==> src/rtl/scan_pkg.sv <==
// scan_pkg: shared state encoding, fail counter limit and counter sizing for the scan test controller
package scan_pkg;
  typedef enum logic [2:0] {IDLE, LOAD, SHIFT, CAPTURE, UNLOAD, REPORT, DONE} state_t;
  localparam int FAIL_CNT_MAX = 255;
  function automatic int cnt_width(input int n);
    return $clog2(n + 1);
  endfunction
endpackage

==> src/rtl/scan_shift_reg.sv <==
// scan_shift_reg: parallel-load register shifting right, serial input entering at the MSB
module scan_shift_reg #(
  parameter int W = 8
) (
  input  logic         clk,
  input  logic         clear_n,
  input  logic         load,
  input  logic         shift,
  input  logic         ser_in,
  input  logic [W-1:0] load_data,
  output logic [W-1:0] q
);
  logic [W-1:0] data_q, data_d;
  always_comb data_d = load ? load_data : shift ? {ser_in, data_q[W-1:1]} : data_q;
  always_ff @(posedge clk) data_q <= !clear_n ? '0 : data_d;
  assign q = data_q;
endmodule

==> src/rtl/scan_test_ctrl.sv <==
// scan_test_ctrl: scan test session sequencer; shifts each pattern in LSB first, captures,
// unloads the response and compares it against the latched expectation
module scan_test_ctrl
  import scan_pkg::*;
#(
  parameter int CHAIN_LEN = 8
) (
  input  logic                 clk,
  input  logic                 clear_n,
  input  logic                 start,
  input  logic                 pat_valid,
  output logic                 pat_ready,
  input  logic [CHAIN_LEN-1:0] pat_data,
  input  logic [CHAIN_LEN-1:0] pat_expect,
  input  logic                 pat_last,
  output logic                 scan_en,
  output logic                 scan_in,
  input  logic                 scan_out,
  output logic                 cap_en,
  output logic                 chain_clear,
  output logic                 resp_valid,
  output logic [CHAIN_LEN-1:0] resp_data,
  output logic                 resp_fail,
  output logic [7:0]           fail_count,
  output logic                 busy,
  output logic                 done
);
  localparam int CW = cnt_width(CHAIN_LEN);
  localparam logic [CW-1:0] CNT_LAST = CW'(CHAIN_LEN - 1);
  state_t state_q, state_d;
  logic [CW-1:0] cnt_q, cnt_d;
  logic [7:0] fail_q, fail_d;
  logic [CHAIN_LEN-1:0] exp_q, exp_d, hold_q, hold_d, stim_q, rx_q;
  logic last_q, last_d, accept, cnt_end, in_report, mismatch, stim_unused;
  assign accept = state_q == LOAD && pat_valid;
  assign cnt_end = cnt_q == CNT_LAST;
  assign in_report = state_q == REPORT;
  assign mismatch = rx_q != exp_q;
  always_comb begin
    state_d = state_q;
    case (state_q)
      IDLE:    if (start) state_d = LOAD;
      LOAD:    if (pat_valid) state_d = SHIFT;
      SHIFT:   if (cnt_end) state_d = CAPTURE;
      CAPTURE: state_d = UNLOAD;
      UNLOAD:  if (cnt_end) state_d = REPORT;
      REPORT:  state_d = last_q ? DONE : LOAD;
      DONE:    state_d = IDLE;
      default: state_d = IDLE;
    endcase
    cnt_d = ((state_q == SHIFT || state_q == UNLOAD) && !cnt_end) ? cnt_q + 1'b1 : '0;
    fail_d = (state_q == IDLE && start) ? '0 :
             (in_report && mismatch && fail_q != 8'(FAIL_CNT_MAX)) ? fail_q + 1'b1 : fail_q;
    exp_d = accept ? pat_expect : exp_q;
    last_d = accept ? pat_last : last_q;
    hold_d = in_report ? rx_q : hold_q;
  end
  always_ff @(posedge clk) begin
    if (!clear_n) begin
      state_q <= IDLE;
      cnt_q <= '0;
      fail_q <= '0;
      exp_q <= '0;
      hold_q <= '0;
      last_q <= 1'b0;
    end else begin
      state_q <= state_d;
      cnt_q <= cnt_d;
      fail_q <= fail_d;
      exp_q <= exp_d;
      hold_q <= hold_d;
      last_q <= last_d;
    end
  end
  scan_shift_reg #(.W(CHAIN_LEN)) u_stim (
    .clk(clk), .clear_n(clear_n), .load(accept), .shift(state_q == SHIFT),
    .ser_in(1'b0), .load_data(pat_data), .q(stim_q)
  );
  scan_shift_reg #(.W(CHAIN_LEN)) u_resp (
    .clk(clk), .clear_n(clear_n), .load(1'b0), .shift(state_q == UNLOAD),
    .ser_in(scan_out), .load_data('0), .q(rx_q)
  );
  // only the LSB of the stimulus register drives the chain
  assign stim_unused = ^stim_q[CHAIN_LEN-1:1];
  assign pat_ready = state_q == LOAD;
  assign scan_en = state_q == SHIFT || state_q == UNLOAD;
  assign scan_in = state_q == SHIFT && stim_q[0];
  assign cap_en = state_q == CAPTURE;
  assign chain_clear = clear_n && state_q == IDLE && start;
  assign resp_valid = in_report;
  assign resp_data = in_report ? rx_q : hold_q;
  assign resp_fail = in_report && mismatch;
  assign fail_count = fail_q;
  assign busy = state_q != IDLE;
  assign done = state_q == DONE;
endmodule
==> config.mk <==
export PLATFORM = sky130hd
export DESIGN_NAME = scan_test_ctrl
export DESIGN_NICKNAME = d
export VERILOG_FILES = /design/src/rtl/scan_pkg.sv /design/src/rtl/scan_shift_reg.sv /design/src/rtl/scan_test_ctrl.sv
export SDC_FILE = /design/constraint.sdc
export NUM_CORES = 1
export LEC_CHECK = 0
export BUFFER_PORTS_ARGS = -buffer_cell sky130_fd_sc_hd__buf_4
export CAP_MARGIN = 40
export CELL_PAD_IN_SITES_DETAIL_PLACEMENT = 1
export CELL_PAD_IN_SITES_GLOBAL_PLACEMENT = 1
export CORE_AREA = 3 3 79 81
export CTS_CLUSTER_SIZE = 20
export DETAILED_ROUTE_END_ITERATION = 16
export DIE_AREA = 0 0 82 84
export HOLD_SLACK_MARGIN = 0.03
export MAX_ROUTING_LAYER = met4
export PLACE_DENSITY_LB_ADDON = 0.25
export SLEW_MARGIN = 30
export SYNTH_ARGS = -nofsm -noshare
export SYNTH_HDL_FRONTEND = slang
export SYNTH_HIERARCHICAL = 1
export SYNTH_SLANG_ARGS = --single-unit
==> constraint.sdc <==
create_clock -name clk -period 5.15 [get_ports clk]
set_clock_uncertainty 0.15 [all_clocks]
set_input_delay 0.515 -clock clk [delete_from_list [all_inputs] [get_ports clk]]
set_output_delay 0.515 -clock clk [all_outputs]
set_load 0.005 [all_outputs]
==> results.sh <==
export IMPL_diodes=0
export IMPL_hold_class="reg -> reg"
export IMPL_numCtsBuffers=5
export IMPL_antenna_found_initial=0
export IMPL_grt_pass1_vias=2002
export IMPL_rows=27
export IMPL_ctsHtreeMaxLevel=2
export IMPL_dieArea_mm2=0.00689
export IMPL_ys_ff_latch=48
export IMPL_cts_setup_buffers=0
export IMPL_ant_nets=0
export IMPL_core_area_mm2=0.00554
export IMPL_r2r_start="state_q[0]"
export IMPL_outcome="finished clean"
export IMPL_cts_clk_slew_worst_paths_ps=80
export IMPL_synthCells=265
export IMPL_crit_fanout=18
export IMPL_leakagePower_nw=1.40
export IMPL_first_pass_iters=4
export IMPL_overflow=0
export IMPL_r2r_slack_ps=2830
export IMPL_finalPower_w=0.000815
export IMPL_power_density_mw_per_mm2=274
export IMPL_critPathLaunchType="flop"
export IMPL_fp_dieH_um=84
export IMPL_drt_wl_total_um=5310
export IMPL_whs_ps=302
export IMPL_endpoint="resp_data[6]"
export IMPL_wl_per_cell_um=13.4
export IMPL_rsz0062_at_grt="no"
export IMPL_fin_nets=346
export IMPL_via_per_inst=5.00
export IMPL_via_count=1976
export IMPL_synthesis_area_mm2=0.00243
export IMPL_r2r_cells=6
export IMPL_period_share_pct=48.4
export IMPL_finalCriticalPeriod_ps=2490
export IMPL_grt_use_total_pct=17.0
export IMPL_grt_pass1_wl_um=9090
export IMPL_portBuffers=46
export IMPL_cts_tree="yes"
export IMPL_drtIter0Drc=71
export IMPL_cts_root_buf="clkbuf_8"
export IMPL_synth_async_reset_ratio_pct=0
export IMPL_dp_hpwl_um=3880
export IMPL_clock_sinks=48
export IMPL_cts_hold_buf=0
export IMPL_required_ps=4490
export IMPL_timing_setup_tns_ps=0
export IMPL_clkLatencyLatePin_ps=300
export IMPL_critPathArrivalTime_ps=1830
export IMPL_grt_start_max_net_pins=42
export IMPL_boundaryPins=47
export IMPL_max_freq_mhz=401
export IMPL_cap_violations=0
export IMPL_start_util_pct=43.8
export IMPL_drv_slew=0
export IMPL_hold_depth=1
export IMPL_fp_dieW_um=82
export IMPL_gp_congestion=0.775
export IMPL_synth_distinct_cells=41
export IMPL_drive_above_1_share_pct=24.5
export IMPL_maxSlewHeadroom_pct=61.5
export IMPL_critPathLaunch="state_q[2]"
export IMPL_synth_flop_cell="dfxtp_1"
export IMPL_final_cells=395
export IMPL_layout_common_cells="52 x nand2_1, 48 x dfxtp_1, 47 x buf_4"
export IMPL_clockBufferDepth=2
export IMPL_setup_viol=0
export IMPL_yosysWarnings=6
export IMPL_final_common_cell="nand2_1"
export IMPL_worst_pin_slew_ps=577
export IMPL_synth_seq_area_share_pct=39.6
export IMPL_cts_resized=0
export IMPL_drc=0
export IMPL_worstSetupPathType="reg -> out"
export IMPL_r2r_end="u_stim/q[2]"
export IMPL_area_delta_synth_final_pct=22.7
export IMPL_syn_area_per_cell_um2=9.16
export IMPL_dp_cells=386
export IMPL_ir_drop_mv=0.163
export IMPL_synth_edf_count=0
export IMPL_hold_violations=0
export IMPL_critPathCaptureType="output pin"
[sequential cells by signal (all words and copies together), names as in the netlist]
| signal | flops |
|---|---|
| exp_q | 8 |
| fail_count | 8 |
| u_resp/q | 8 |
| last_q | 1 |
| hold_q | 8 |
| u_stim/q | 8 |
| cnt_q | 4 |
| state_q | 3 |
[cell type report]
class / instances / area (µm²)
sequential: 48 / 961
multi-input combinational: 211 / 1410
inverter: 8 / 30.0
fill: 659 / 2560
clock buffer: 7 / 96.3
tap: 72 / 90.1
timing repair buffer: 48 / 360
clock inverter: 1 / 30.0
[Yosys cell counts, drive strengths merged, types with 2 or more instances]
| library cell | n | area share (%) |
|---|---|---|
| nand2 | 53 | 8.5 |
| dfxtp | 48 | 40 |
| mux2 | 16 | 9.9 |
| o211a | 16 | 6.6 |
| or2b | 16 | 4.9 |
| a21boi | 10 | 3.1 |
| and2 | 10 | 2.6 |
| xnor2 | 10 | 3.6 |
| buf | 9 | 2.7 |
| nor2 | 9 | 1.4 |
| a21oi | 7 | 1.4 |
| inv | 7 | 1.1 |
| o21ai | 7 | 1.4 |
| or3 | 7 | 1.9 |
| nand3 | 5 | 1.0 |
| nor3 | 5 | 1.0 |
| clkbuf | 4 | 0.62 |
| and3 | 3 | 0.77 |
| or4 | 3 | 1.1 |
| and4 | 2 | 0.93 |
| ha | 2 | 1.0 |
| mux2i | 2 | 0.82 |
| nand4 | 2 | 0.52 |
| nor2b | 2 | 0.52 |
[worst min path at each step]
stage | startpoint | endpoint
after floorplan | cnt_q[0] | cnt_q[0]
after global placement | cnt_q[0] | cnt_q[0]
after detailed placement | cnt_q[0] | cnt_q[0]
after CTS | cnt_q[0] | cnt_q[0]
after global routing | pat_expect[7] | exp_q[7]
final | cnt_q[0] | cnt_q[0]
[routing by layer]
| metal | vias up | part of all wire, % | global-route usage (%) |
|---|---|---|---|
| li1 | 1006 | - | - |
| met1 | 928 | 47 | 20.5 |
| met2 | 38 | 49 | 28.7 |
| met3 | 4 | 3.7 | 3.56 |
| met4 | 0 | 0.68 | 4.08 |
| met5 | - | 0 | - |
[worst max-delay path, cell delays in order, from the launching register on]
cell and delay, ps:
dfxtp_1 470, and2b_2 250, nand2_4 140, inv_1 330, nand2_1 110, nand2_1 110, buf_4 120
[metrics by stage]
stage          area [µm²]  utilization (%)  setup WS, ps
6_report             2980             53.8          2660
5_1_grt              2980             53.8          2470
4_1_cts              2970             53.6          2530
3_5_place_dp         2850             51.4          2830
3_3_place_gp         2850             51.4          2840
2_1_floorplan        2480                -          3130
[logic make-up after synthesis]
family / synth area share [%]
AND/OR/NAND/NOR: 26.1
AO/OA/AOI/OAI: 14.2
adder cells (fa/ha/maj): 1.03
flip-flops: 39.6
other: 0.154
multiplexers: 10.7
buffers and inverters: 4.59
XOR/XNOR: 3.61
[power by group]
| part | internal (W) | leakage, nW | switching (W) |
|---|---|---|---|
| clock | 0.000171 | 0.0645 | 0.000125 |
| combinational | 0.0000632 | 0.948 | 0.0000497 |
| sequential | 0.000389 | 0.391 | 0.0000173 |
| total | 0.000623 | 1.40 | 0.000192 |
(Power assumes the default switching activity.)
